### src/rtl/ps2_key_tx.sv
// ps2_key_tx: device-side PS/2 keyboard transmitter fed by MiSTer ps2_key event words.
// Define PS2_TX_INHIBIT_EN to add ps2_clk_in and abort/restart a frame on host inhibit.
module ps2_key_tx #(
    parameter int CLK_HZ     = 50000000,
    parameter int PS2_HZ     = 12500,
    parameter int GAP_HALVES = 8,
    parameter int FIFO_DEPTH = 8
) (
    input  logic        clk_sys,
    input  logic        reset_n,
    input  logic [10:0] ps2_key,
`ifdef PS2_TX_INHIBIT_EN
    input  logic        ps2_clk_in,
`endif
    output logic        ps2_clk_out,
    output logic        ps2_dat_out,
    output logic        busy,
    output logic        overflow
);
    localparam int HALF    = CLK_HZ / (2 * PS2_HZ);
    localparam int GAP_CYC = GAP_HALVES * HALF;
    localparam int CMAX    = GAP_CYC > HALF ? GAP_CYC : HALF;
    localparam int CW      = CMAX > 1 ? $clog2(CMAX) : 1;
    localparam int AW      = $clog2(FIFO_DEPTH);

    typedef enum logic [2:0] {
        IDLE, LOAD, BIT_HI, BIT_LO, GAP
`ifdef PS2_TX_INHIBIT_EN
        , INHIBIT
`endif
    } state_t;

    state_t        state, nxt;
    logic [7:0]    mem [FIFO_DEPTH];
    logic [AW-1:0] wp, rp;
    logic [AW:0]   fill, free;
    logic          armed, prev_tog, event_v, push, pop;
    logic [1:0]    need;
    logic [7:0]    b0, b1, b2;
    logic [CW-1:0] cnt;
    logic [3:0]    idx;
    logic [10:0]   shift;
    logic          half_done, gap_done, hold_cnt;

`ifdef PS2_TX_INHIBIT_EN
    logic [1:0] clk_meta;
    logic       clk_sync;
    always_ff @(posedge clk_sys or negedge reset_n) begin
        if (!reset_n) clk_meta <= 2'b11;
        else clk_meta <= {clk_meta[0], ps2_clk_in};
    end
    assign clk_sync = clk_meta[1];
    // The inhibit release timer only runs while the bus clock stays high.
    assign hold_cnt = state == INHIBIT && !clk_sync;
`else
    assign hold_cnt = 1'b0;
`endif

    assign half_done = cnt == CW'(HALF - 1);
    assign gap_done  = cnt == CW'(GAP_CYC - 1);
    assign busy      = fill != '0 || state != IDLE;

    // Prefix bytes go first; a whole event is accepted or dropped as one unit.
    always_comb begin
        event_v = armed && ps2_key[10] != prev_tog;
        need    = 2'd1 + {1'b0, ps2_key[8]} + {1'b0, ~ps2_key[9]};
        b0      = ps2_key[8] ? 8'hE0 : !ps2_key[9] ? 8'hF0 : ps2_key[7:0];
        b1      = ps2_key[8] && !ps2_key[9] ? 8'hF0 : ps2_key[7:0];
        b2      = ps2_key[7:0];
        free    = (AW+1)'(FIFO_DEPTH) - fill;
        push    = event_v && free >= (AW+1)'(need);
    end

    always_ff @(posedge clk_sys) begin
        if (push) begin
            mem[wp] <= b0;
            if (need > 2'd1) mem[wp + AW'(1)] <= b1;
            if (need > 2'd2) mem[wp + AW'(2)] <= b2;
        end
    end

    always_ff @(posedge clk_sys or negedge reset_n) begin
        if (!reset_n) begin
            armed    <= 1'b0;
            prev_tog <= 1'b0;
            overflow <= 1'b0;
            wp       <= '0;
            rp       <= '0;
            fill     <= '0;
        end else begin
            armed    <= 1'b1;
            prev_tog <= ps2_key[10];
            overflow <= event_v && !push;
            if (push) wp <= wp + AW'(need);
            if (pop) rp <= rp + AW'(1);
            fill <= fill + (push ? (AW+1)'(need) : '0) - (AW+1)'(pop);
        end
    end

    always_comb begin
        nxt         = state;
        pop         = 1'b0;
        ps2_clk_out = 1'b1;
        ps2_dat_out = 1'b1;
        case (state)
            IDLE: nxt = fill != '0 ? LOAD : IDLE;
            LOAD: begin
                pop = 1'b1;
                nxt = BIT_HI;
            end
            BIT_HI: begin
                ps2_dat_out = shift[idx];
                nxt         = half_done ? BIT_LO : BIT_HI;
`ifdef PS2_TX_INHIBIT_EN
                if (!clk_sync && idx < 4'd10) nxt = INHIBIT;
`endif
            end
            BIT_LO: begin
                ps2_clk_out = 1'b0;
                ps2_dat_out = shift[idx];
                nxt         = !half_done ? BIT_LO : idx == 4'd10 ? GAP : BIT_HI;
            end
            GAP: nxt = gap_done ? IDLE : GAP;
`ifdef PS2_TX_INHIBIT_EN
            INHIBIT: nxt = clk_sync && half_done ? BIT_HI : INHIBIT;
`endif
            default: nxt = IDLE;
        endcase
    end

    always_ff @(posedge clk_sys or negedge reset_n) begin
        if (!reset_n) begin
            state <= IDLE;
            cnt   <= '0;
            idx   <= '0;
            shift <= '1;
        end else begin
            state <= nxt;
            cnt   <= nxt != state || hold_cnt ? '0 : cnt + CW'(1);
            if (state == LOAD) shift <= {1'b1, ~^mem[rp], mem[rp], 1'b0};
            if (state == LOAD || (state != BIT_HI && nxt == BIT_HI && state != BIT_LO)) idx <= '0;
            else if (state == BIT_LO && nxt == BIT_HI) idx <= idx + 4'd1;
        end
    end
endmodule

### config.mk
export PLATFORM = sky130hd
export DESIGN_NAME = ps2_key_tx
export DESIGN_NICKNAME = d
export VERILOG_FILES = /design/src/rtl/ps2_key_tx.sv
export SDC_FILE = /design/constraint.sdc
export NUM_CORES = 1
export LEC_CHECK = 0
export ABC_CLOCK_PERIOD_IN_PS = 8860
export CORE_ASPECT_RATIO = 0.8
export CORE_UTILIZATION = 35
export DETAILED_ROUTE_END_ITERATION = 8
export PLACE_DENSITY_LB_ADDON = 0.05
export SYNTH_ARGS = -nofsm -noshare
export SYNTH_HDL_FRONTEND = slang
export SYNTH_SLANG_ARGS = --single-unit
### constraint.sdc
create_clock -name clk_sys -period 8.86 [get_ports clk_sys]
set_input_delay 0.886 -clock clk_sys [delete_from_list [all_inputs] [get_ports clk_sys]]
set_output_delay 0.886 -clock clk_sys [all_outputs]
set_load 0.01 [all_outputs]
==> flow_summary.toml <==
[status]
outcome = "complete, no violations"

[floorplan]
row_count = 41
start_util_pct = 36.5
dieArea_um2 = 17300
core_um2 = 16100
dieHeight_um = 118
ioPinCount = 17
die_w_um = 147

[power]
switchingPower_uw = 541
vdd_ir_drop_max_v = 0.0000908
switching_share_pct = 35.3
power_frac_seq_pct = 42.8
pwr-share-comb_pct = 32.3
p_int_uw = 989
clock_power_share_pct = 25.0
leakage_nw = 2.34
power.density_nw_per_um2 = 236

[cts]
cts_resized = 0
cts_tree = "built"
cts_sinks = 108
ctsLongestPathBuffers = 2
clkTransAtPathRegs_ns = 0.07
insertion_delay_ns = 0.35
htree_levels = 3
cts_made_buffers = 9
post_cts_buffers = 0
clock_tree.root_cell = "clkbuf_16"
cts_hold_repair.buffers = 0

[critical_path]
critPathMaxStageDelay_ns = 0.52
cp_common_cell = "ha_1"
cp.required_ns = 9.14
endpoint_kind = "flip-flop"
cp_data_arrival_time_ns = 4.41
cp-start-kind = "input pin"
path_class = "in -> reg"
slowest_stage = "clkdlybuf4s50_1"
worstPathCellList = "clkdlybuf4s50_1, inv_1, ha_1, inv_1, ha_1, nand2b_1, a211o_1, o21a_1, nand2b_1, ha_1, inv_1, ha_1, a21o_1, a21oi_1, xor2_1"
worst-path-max-fanout = 19

[timing]
rsz0062_at_grt = "no"
max_slew.worst_pin.slew_ns = 1.07
setup_viol = 0
finalCritPeriodShare_pct = 46.6
maxSlewViolCount = 0
worst_slew_margin_rel_pct = 28.6
skew_ns = 0.00863
fmax_mhz = 242
setup_tns_ns = 0
min_period_ns = 4.13
hold_viol = 0

[finish]
postLayoutCoreUtil_pct = 40.4
fillCellCount = 1533
final_cells = 738
syn_to_final_growth_pct = 10.8
final_cell_mix = "edfxtp_1, nor2_1, a21oi_1, dfrtp_1, and2_1"
final_common_cell = "edfxtp_1"
drive_gt1_share_pct = 10.3
final_nets = 552
diodes = 0

[grt]
grt_pass1_wl_um = 21200
grtUsageTotal_pct = 16.0
grt_pass1_vias = 3773
grt_use_met2_pct = 23.3
gr-total-overflow = 0
grt_max_degree = 45
top_usage_layer = "met1"
antenna_found_initial = 0
grtUsageMet3_pct = 3.76
grt_use_met1_pct = 23.6

[synthesis]
synth_nets = 542
ys.flop_type = "edfxtp_1"
syn_inst = 508
syn_area_per_cell_um2 = 11.5
synth_top_area_cell = "edfxtp_1"
synthArstFlopShare_pct = 40.7
yosys_register_bits = 108
synth_warnings = 0
yosysSeqAreaShare_pct = 51.8
synth_area_leaders = "edfxtp_1, dfrtp_1, dfstp_2, mux4_2, ha_1"
netlist.area_leader.share_pct = 32.8
synth_cell_types = 52
synth_edf_count = 64
syn_area_um2 = 5860

[routing]
drt-pass1-iter-count = 5
wl_um = 12500
drc_errors = 0
dr_total_vias = 3751
vias_per_cell = 5.08
drt-wirelength-per-cell_um = 16.9
drt-initial-drc-count = 267
postRouteAntennaNets = 0

[flow_run]
cap_violations = 0

[placed_design]
dp.cells = 722
hpwl_um = 8970
port_buffers = 16
place.gp.congestion = 0.785

[hold_path]
hp-class = "reg -> reg"
-- registers in the layout (all words and copies together), names as in the netlist --
register and cells:
rp 3, wp 3, overflow 1, fill 4, prev_tog 1, shift 10, state 3, armed 1
mem 64, cnt 14, idx 4
-- synth_stat cells, drive strengths merged (2+ instances only) --
cell and count:
o31ai 6, dfrtp 34, nand3 13, edfxtp 64, a22oi 2, nand3b 4, inv 22, nor2 51
ha 19, nor3b 2, mux2 3, buf 5, a21oi 44, nor3 3, o21a 2, and2 34
fa 2, clkbuf 16, xor2 8, dfstp 10, mux4 18, nand2 32, nand4 6, o22ai 4
or3 8, nand2b 24, nor2b 3, mux2i 9, o2111ai 3, o31a 2, xnor2 23, o21ai 21
and3 2
-- area by class of cell --
type / instances / area, µm² / share of cell area, %
flip-flops and latches: 108 / 3040 / 46.8
clock buffers: 9 / 225 / 3.47
repair buffers: 20 / 185 / 2.85
multi-input cells: 357 / 2640 / 40.7
well taps: 215 / 269 / 4.15
clock inverters: 7 / 51.3 / 0.791
inverters: 22 / 82.6 / 1.27
-- power by group through the flow --
stage / clock network [mW] / logic [mW] / registers (mW)
3_3_place_gp: 0 / 0.490 / 0.664
5_1_grt: 0.416 / 0.568 / 0.661
2_1_floorplan: 0 / 0.375 / 0.645
4_1_cts: 0.397 / 0.496 / 0.654
6_report: 0.382 / 0.493 / 0.654
3_5_place_dp: 0 / 0.494 / 0.665
-- logic make-up after synthesis --
logic type | share of synthesized area [%]
and+or+nand+nor | 16.0
DFF | 51.8
xor gates and xnor gates | 4.64
adders and majority gates | 4.74
other | 0.0640
buffers and inverters | 3.27
AOI/OAI and AO/OA | 8.87
muxes | 10.6
-- path summary, 6_finish.rpt --
kind / startpoint / to / slack (ns) / cells past startpoint
worst min-delay path: shift[0] / shift[0] / 0.48 / 1
worst max register to register: fill[0] / fill[3] / 5.61 / 12
max in group asynchronous: reset_n / rp[1] / 7.56 / 1
worst max-delay path: ps2_key[8] / fill[3] / 4.73 / 15
min in group asynchronous: reset_n / fill[0] / 0.70 / 1
worst min register to register: shift[0] / shift[0] / 0.48 / 1
-- layer usage --
metal	routed length, µm	part of all wire (%)
met1	6420	51
met2	5470	44
met3	418	3.4
met4	159	1.3
met5	0	0
-- critical path: cells and delay by family --
kind	cells	cell delay [ns]
compound gates	4	1.16
fa+ha+maj	4	1.04
buf+inv	4	0.82
simple gates	2	0.33
xor+xnor	1	0.15
-- through the flow --
| step | setup WS (ns) | hold WS [ns] | cell area (µm²) | power, mW |
|---|---|---|---|---|
| floorplan | 5.16 | 0.455 | 5860 | 1.02 |
| global route | 4.40 | 0.497 | 6490 | 1.64 |
| CTS | 4.77 | 0.485 | 6490 | 1.55 |
| finish | 4.73 | 0.485 | 6490 | 1.53 |
| global placement | 4.45 | 0.472 | 6210 | 1.15 |
| detailed placement | 4.41 | 0.476 | 6210 | 1.16 |
Note: power is estimated with default switching activity, not from simulation.
